## src/rtl/proc_core_p.sv

```systemverilog
// Parametrised demo processor core: fetch/execute FSM stepped by a clock-enable
// divider, ALU with carry/zero flags, branches, HALT and a strobed output port.
module proc_core_p #(
  parameter int DATA_W   = 16,
  parameter int NREG     = 8,
  parameter int ROM_AW   = 4,
  parameter int STEP_DIV = 50000000
) (
  input  logic              clk,
  input  logic              rst,
  input  logic              run_en,
  output logic [ROM_AW-1:0] imem_addr,
  input  logic [15:0]       imem_data,
  output logic [DATA_W-1:0] out_data,
  output logic [ROM_AW-1:0] out_pc,
  output logic              out_valid,
  output logic              halted,
  // Debug view: state (0 fetch, 1 exec, 2 halt) and flags {Z, C}.
  output logic [1:0]        dbg_state,
  output logic [1:0]        dbg_zc
);
  localparam logic [1:0] ST_FETCH = 2'd0;
  localparam logic [1:0] ST_EXEC  = 2'd1;
  localparam logic [1:0] ST_HALT  = 2'd2;

  localparam logic [3:0] OP_LDI  = 4'b0001;
  localparam logic [3:0] OP_ADD  = 4'b0010;
  localparam logic [3:0] OP_SUB  = 4'b0011;
  localparam logic [3:0] OP_HALT = 4'b0100;
  localparam logic [3:0] OP_JMP  = 4'b1000;
  localparam logic [3:0] OP_ADDI = 4'b1010;
  localparam logic [3:0] OP_SUBI = 4'b1011;
  localparam logic [3:0] OP_BZ   = 4'b1100;
  localparam logic [3:0] OP_BNZ  = 4'b1101;
  localparam logic [3:0] OP_MOV  = 4'b1110;
  localparam logic [3:0] OP_OUT  = 4'b1111;

  localparam int CNT_W = (STEP_DIV > 1) ? $clog2(STEP_DIV) : 1;
  localparam logic [CNT_W-1:0] CNT_MAX = CNT_W'(STEP_DIV - 1);

  logic [CNT_W-1:0]  cnt_q, cnt_d;
  logic [1:0]        state_q, state_d;
  logic [ROM_AW-1:0] pc_q, pc_d;
  logic [DATA_W-1:0] regs_q [NREG];
  logic [DATA_W-1:0] regs_d [NREG];
  logic              z_q, z_d, c_q, c_d;
  logic [DATA_W-1:0] out_data_q, out_data_d;
  logic [ROM_AW-1:0] out_pc_q, out_pc_d;
  logic              out_valid_q, out_valid_d;

  logic              tick;
  logic [3:0]        op;
  logic [2:0]        ra_idx, rb_idx;
  logic [DATA_W-1:0] imm, ra_val, rb_val, opnd;
  logic [ROM_AW-1:0] tgt;
  logic [DATA_W:0]   sum, dif;
  logic              wr_en;
  logic [DATA_W-1:0] wr_val;

  assign tick = run_en && (cnt_q == CNT_MAX);

  always_comb begin
    cnt_d = cnt_q;
    if (run_en) cnt_d = (cnt_q == CNT_MAX) ? '0 : cnt_q + CNT_W'(1);
  end

  // Decode; unimplemented register indices simply never match and read as 0.
  always_comb begin
    op     = imem_data[15:12];
    ra_idx = imem_data[11:9];
    rb_idx = imem_data[8:6];
    imm    = DATA_W'(imem_data[7:0]);
    tgt    = ROM_AW'(imem_data[11:0]);
    ra_val = '0;
    rb_val = '0;
    for (int i = 0; i < NREG; i++) begin
      if (ra_idx == 3'(i)) ra_val = regs_q[i];
      if (rb_idx == 3'(i)) rb_val = regs_q[i];
    end
    opnd = op[3] ? imm : rb_val;
    sum  = {1'b0, ra_val} + {1'b0, opnd};
    dif  = {1'b0, ra_val} - {1'b0, opnd};
  end

  // out_valid is a one-clk strobe with no back-pressure; out_data/out_pc hold
  // their value until the next OUT commits.
  always_comb begin
    state_d     = state_q;
    pc_d        = pc_q;
    z_d         = z_q;
    c_d         = c_q;
    out_data_d  = out_data_q;
    out_pc_d    = out_pc_q;
    out_valid_d = 1'b0;
    wr_en       = 1'b0;
    wr_val      = '0;
    if (tick) begin
      case (state_q)
        ST_FETCH: state_d = ST_EXEC;
        ST_EXEC: begin
          state_d = ST_FETCH;
          pc_d    = pc_q + ROM_AW'(1);
          case (op)
            OP_LDI: begin
              wr_en  = 1'b1;
              wr_val = imm;
            end
            OP_ADD, OP_ADDI: begin
              wr_en  = 1'b1;
              wr_val = sum[DATA_W-1:0];
              c_d    = sum[DATA_W];
              z_d    = (sum[DATA_W-1:0] == '0);
            end
            OP_SUB, OP_SUBI: begin
              wr_en  = 1'b1;
              wr_val = dif[DATA_W-1:0];
              c_d    = dif[DATA_W];
              z_d    = (dif[DATA_W-1:0] == '0);
            end
            OP_MOV: begin
              wr_en  = 1'b1;
              wr_val = rb_val;
            end
            OP_JMP: pc_d = tgt;
            OP_BZ:  if (z_q) pc_d = tgt;
            OP_BNZ: if (!z_q) pc_d = tgt;
            OP_OUT: begin
              out_data_d  = ra_val;
              out_pc_d    = pc_q;
              out_valid_d = 1'b1;
            end
            OP_HALT: state_d = ST_HALT;
            default: ;
          endcase
        end
        default: ;
      endcase
    end
    for (int i = 0; i < NREG; i++) begin
      regs_d[i] = (wr_en && (ra_idx == 3'(i))) ? wr_val : regs_q[i];
    end
  end

  always_ff @(posedge clk) begin
    if (rst) begin
      cnt_q       <= '0;
      state_q     <= ST_FETCH;
      pc_q        <= '0;
      z_q         <= 1'b0;
      c_q         <= 1'b0;
      out_data_q  <= '0;
      out_pc_q    <= '0;
      out_valid_q <= 1'b0;
      for (int i = 0; i < NREG; i++) regs_q[i] <= '0;
    end else begin
      cnt_q       <= cnt_d;
      state_q     <= state_d;
      pc_q        <= pc_d;
      z_q         <= z_d;
      c_q         <= c_d;
      out_data_q  <= out_data_d;
      out_pc_q    <= out_pc_d;
      out_valid_q <= out_valid_d;
      for (int i = 0; i < NREG; i++) regs_q[i] <= regs_d[i];
    end
  end

  assign imem_addr = pc_q;
  assign out_data  = out_data_q;
  assign out_pc    = out_pc_q;
  assign out_valid = out_valid_q;
  assign halted    = (state_q == ST_HALT);
  assign dbg_state = state_q;
  assign dbg_zc    = {z_q, c_q};
endmodule

```

## config.mk

```make
export PLATFORM = sky130hd
export DESIGN_NAME = proc_core_p
export DESIGN_NICKNAME = d
export VERILOG_FILES = /design/src/rtl/proc_core_p.sv
export SDC_FILE = /design/constraint.sdc
export NUM_CORES = 1
export LEC_CHECK = 0
export BUFFER_PORTS_ARGS = -buffer_cell sky130_fd_sc_hd__buf_2
export CAP_MARGIN = 40
export CORE_MARGIN = 5
export CORE_UTILIZATION = 50
export DETAILED_ROUTE_END_ITERATION = 16
export HOLD_SLACK_MARGIN = 0.1
export PLACE_DENSITY = 0.73
export REMOVE_ABC_BUFFERS = 1
export SYNTH_ARGS = -nofsm -noshare
export SYNTH_HDL_FRONTEND = slang
export SYNTH_SLANG_ARGS = --single-unit
```

## constraint.sdc

```tcl
create_clock -name clk -period 7.3 [get_ports clk]
set_clock_uncertainty 0.2 [all_clocks]
set_input_delay 0.73 -clock clk [delete_from_list [all_inputs] [get_ports clk]]
set_output_delay 0.73 -clock clk [all_outputs]
set_load 0.1 [all_outputs]
```

; Yosys cells after proc, flatten, opt, wreduce, memory -nomap -nowiden
; Memory sizes are Yosys's and may differ from the RTL's.
; Cells that the tools add are included.
[word_totals]
register_bits = 55
ramBits = 128
input_bits = 19
output_inout_bits = 30
wordCells = 126
memories = 1
[memory_table]
columns = memory, words, width, read_ports, rd_ports_with_merged_regs, write_ports, line
row1 = regs_q, 8, 16, 8, 0, 8, 44  ; logic [DATA_W-1:0] regs_q [NREG];
[op_classes]
add_sub_neg = 4
n_eq_ne = 28
muxes = 51
bitwise_logic = 10
reduce_logical = 24
[op_table]
columns = operator, count
row1 = $mux 16, 35
row2 = $pmux 16 s4, 1
row3 = $logic_not 16->1, 2
row4 = $eq 4x4->1 const B, 7
row5 = $add 26x1->26 const B, 1
row6 = $eq 26x26->1 const B, 1
row7 = $mux 26, 1
row8 = $eq 3x3->1 const B, 8
row9 = $add 16x16->17, 1
row10 = $sub 16x16->17, 1
row11 = $eq 3x2->1 const B, 4
row12 = $pmux 4 s3, 1
row13 = $logic_and 1x1->1, 9
row14 = $eq 4x2->1 const B, 2
row15 = $mux 4, 2
row16 = $or 1x1->1, 8
row17 = $mux 1, 7
row18 = $eq 3x1->1 const B, 2
row19 = $logic_not 3->1, 2
row20 = $reduce_and 3->1, 2
row21 = $reduce_or 6->1, 1
row22 = $add 4x1->4 const B, 1
row23 = $eq 4x1->1 const B, 1
row24 = $eq 4x3->1 const B, 1
row25 = 11 further kinds, 16

; Depth between registers and ports, before layout
[depth]
word_depth = 16
ltp_mapped = 18
ltp_nobuf = 16

; Worst setup path after synthesis
; No wires, ideal clock.
[synth_timing]
path_type = input port to flip-flop
from = in imem_data[7]
to = mem regs_q[6][12] (netlist: regs_q[1][44])
setup_time_ns = 0.145
arrival_ns = 4.800
required_time_ns = 6.955
slack_ns = 2.155
cell_stages = 15
path_buffers = 2
path_cell_list = clkbuf_1 -> buf_2 -> mux4_2 -> mux2_2 -> mux2_2 -> ha_1 -> fa_1 -> or2_1 -> a221oi_1 -> o22ai_2 -> o311ai_2 -> and2_1 -> o21ai_0 -> a31oi_1 -> a211oi_1
[synth_rtl]
columns = item, line
row1 = "start, declared", 13  ; input logic [15:0] imem_data,
row2 = "end, declared", 44

==> flow_summary.ini <==
[run_status]
status = finished, final reports clean

[sta]
finalCriticalPeriod_ns = 5.98
rsz0062_at_grt = no
fmax_ghz = 0.167
finalHoldViolCount = 0
report.final.slew_viol_count = 0
layout_worst_path_cycle_share_pct = 81.9
setup_viol = 0
tightest_slew_ns = 1.19
relSlewSlack_pct = 20.6
tns_ns = 0

[cts]
htree_levels = 4
cts.sinks = 183
tritoncts = done
cts_root_buf = clkbuf_16
clock_path_buffers = 2
numCtsBuffers = 17
cts.repair.resized = 0
clkLatencyLatePin_ns = 0.45
clk_pin_slew_ns = 0.08
cts_hold_buf = 0
post_cts.repair.setup_buffers = 0

[synth]
synth_edf_count = 0
seq_area_frac_synth_pct = 30.7
avgSynthCellArea_um2 = 8.16
synth_top_area_cell = dfxtp_1
ys_ff_latch = 183
netlist_area_um2 = 11900
synthCells = 1462
synth_top_area_share_pct = 30.7
synth.distinct_cells = 95
synth_warnings = 0
synth_ff_type = dfxtp_1
yosys-top-cells-area = dfxtp_1 (31%), nand2_1 (6.0%), nor2_1 (5.4%)
synthArstFlopShare_pct = 0

[routing]
ant_nets = 0
wirelength_um = 37700
first_pass_iters = 7
drt_iter0_drc = 1421
drc = 0
post_drt_via_cell_ratio = 6.37
routedWlPerCell_um = 21.1
vias = 11402

[worst_hold_path]
hold_path.class = register to register

[critical_path]
arrival_ns = 6.07
critical_path_class = primary input to register
cp-end-kind = register
cp.required_ns = 7.39
worst_setup_path_start_kind = primary input
cp_max_fo = 24

[flow_run]
cap_violations = 0

[power_and_ir_drop]
switching_power_mw = 0.718
comb_power_share_pct = 13.7
p_leak_nw = 4.70
p_int_mw = 1.57
power_frac_clock_pct = 42.7
vdd_drop_max_mv = 0.158
p_sw_share_pct = 31.4
p_seq_share_pct = 43.6
p_per_area_nw_per_um2 = 177

[cells_and_area]
finalNonFillerCells = 1789
layout-drive-gt1-share_pct = 14.6
fin_nets = 1513
fillers = 2156
multiInputGateArea_um2 = 7640
area_growth_pct = 8.59
diodes = 0
regArea_um2 = 3660

[floorplanning]
die_w_um = 165
placeableCoreArea_um2 = 23500
io_pins = 49
num_rows = 56
die_area_um2 = 27100
initial_core_util_pct = 50.9
die_h_um = 165

[grt]
gr-usage-all-layers_pct = 27.7
grt_pass1_wl_um = 58900
grt_pass1_vias = 10642
grt_antenna_before_repair = 0
grt_overflow = 0
grt_max_degree = 58

[placed_design]
place_inst = 1757
dpl.hpwl_um = 26200
port-buffer-count = 48
place_congestion = 0.997
-- cell usage after synthesis (all sizes together), types with 12 or more instances --
cell type / n
ha: 35
and3: 12
a21oi: 127
nor2b: 20
nor4: 20
nand2: 197
or2: 13
xor2: 18
mux4: 26
a221oi: 13
nor2: 178
xnor2: 19
buf: 45
clkbuf: 57
o21ai: 77
mux2: 16
nor3: 30
a211oi: 82
dfxtp: 183
nand2b: 13
mux2i: 57
nand3: 32
inv: 36
nand4: 16
-- cell usage in the layout, fill, tap and decap left out, types with 19 or more instances in the layout --
master	n
nand3_1	31
inv_1	35
o21ai_0	69
xnor2_1	19
a21oi_1	124
mux2i_1	57
nor3_1	25
mux4_2	26
buf_4	27
nor2b_1	20
ha_1	35
nor2_1	173
buf_2	48
a211oi_1	66
dfxtp_1	183
nand2_1	192
-- area by class of cell --
class / instances / area share [%]
multi-input cells: 1139 / 58.9
inverters: 38 / 1.10
clock inverters: 15 / 1.55
flip-flops and latches: 183 / 28.3
repair buffers: 78 / 3.80
clock buffers: 17 / 3.28
well taps: 319 / 3.08
-- path summary, 6_finish.rpt --
check,cells past startpoint,from,slack (ns),endpoint
setup reg to reg,14,regs_q[0][17],2.25,regs_q[1][44]
setup / recovery,16,imem_data[9],1.32,regs_q[1][44]
hold / removal,2,out_data[15],0.25,out_data[15]
hold reg to reg,2,out_data[15],0.25,out_data[15]
-- per-layer routing --
metal  vias to the layer above  share of wire (%)  routed length (µm)  track usage, %
met4                         0                3.4                1280            10.2
met3                        93                9.4                3530            4.64
met2                       561                 45               16900            43.5
met1                      5442                 42               16000            38.4
met5                         -                  0                   0               0
li1                       5306                  -                   -               -
-- kinds of logic after synthesis --
logic type | after synthesis | synth area share (%)
compound gates | 392 | 22.2
fa+ha+maj | 37 | 4.00
mux | 99 | 11.2
buf+inv | 140 | 5.46
flops | 183 | 30.7
simple gates | 574 | 23.7
xor+xnor | 37 | 2.71
-- flip-flops by register name, indices dropped and copies added, names as in the netlist --
signal / flops
regs_q: 128
cnt_q: 26
out_data: 16
imem_addr: 4
out_pc: 4
dbg_state: 2
c_q: 1
out_valid: 1
z_q: 1
-- critical path: stages --
cell      delay (ns)
buf_2           0.44
buf_4           0.52
mux2i_1         0.14
o21ai_0         0.21
o21ai_0         0.12
a221oi_1        0.63
inv_1           0.21
fa_1            0.52
or2_1           0.23
a221oi_1        0.41
o22ai_2         0.20
o311ai_2        0.38
and2_1          0.19
o21ai_0         0.09
a31oi_1         0.81
a211oi_1        0.19
-- metrics by stage --
stage | cell area (µm²) | util (%) | total power [mW] | worst slack [ns] | hold WS (ns)
3_5_place_dp | 12300 | 52.5 | 1.32 | 1.08 | 0.240
2_1_floorplan | 11400 | - | 1.20 | 2.39 | 0.231
4_1_cts | 13000 | 55.2 | 2.28 | 1.47 | 0.251
5_1_grt | 13000 | 55.2 | 2.36 | 0.992 | 0.275
3_3_place_gp | 12300 | 52.3 | 1.32 | 1.28 | 0.235
6_report | 13000 | 55.2 | 2.29 | 1.32 | 0.250
-- power groups by stage --
stage	registers (mW)	logic, mW	clock network [mW]
finish	0.999	0.313	0.978
floorplan	1.02	0.178	0
global route	0.999	0.333	1.03
global placement	1.02	0.302	0
CTS	0.999	0.303	0.979
detailed placement	1.02	0.301	0
No activity file was read; power rests on OpenSTA's default activity.
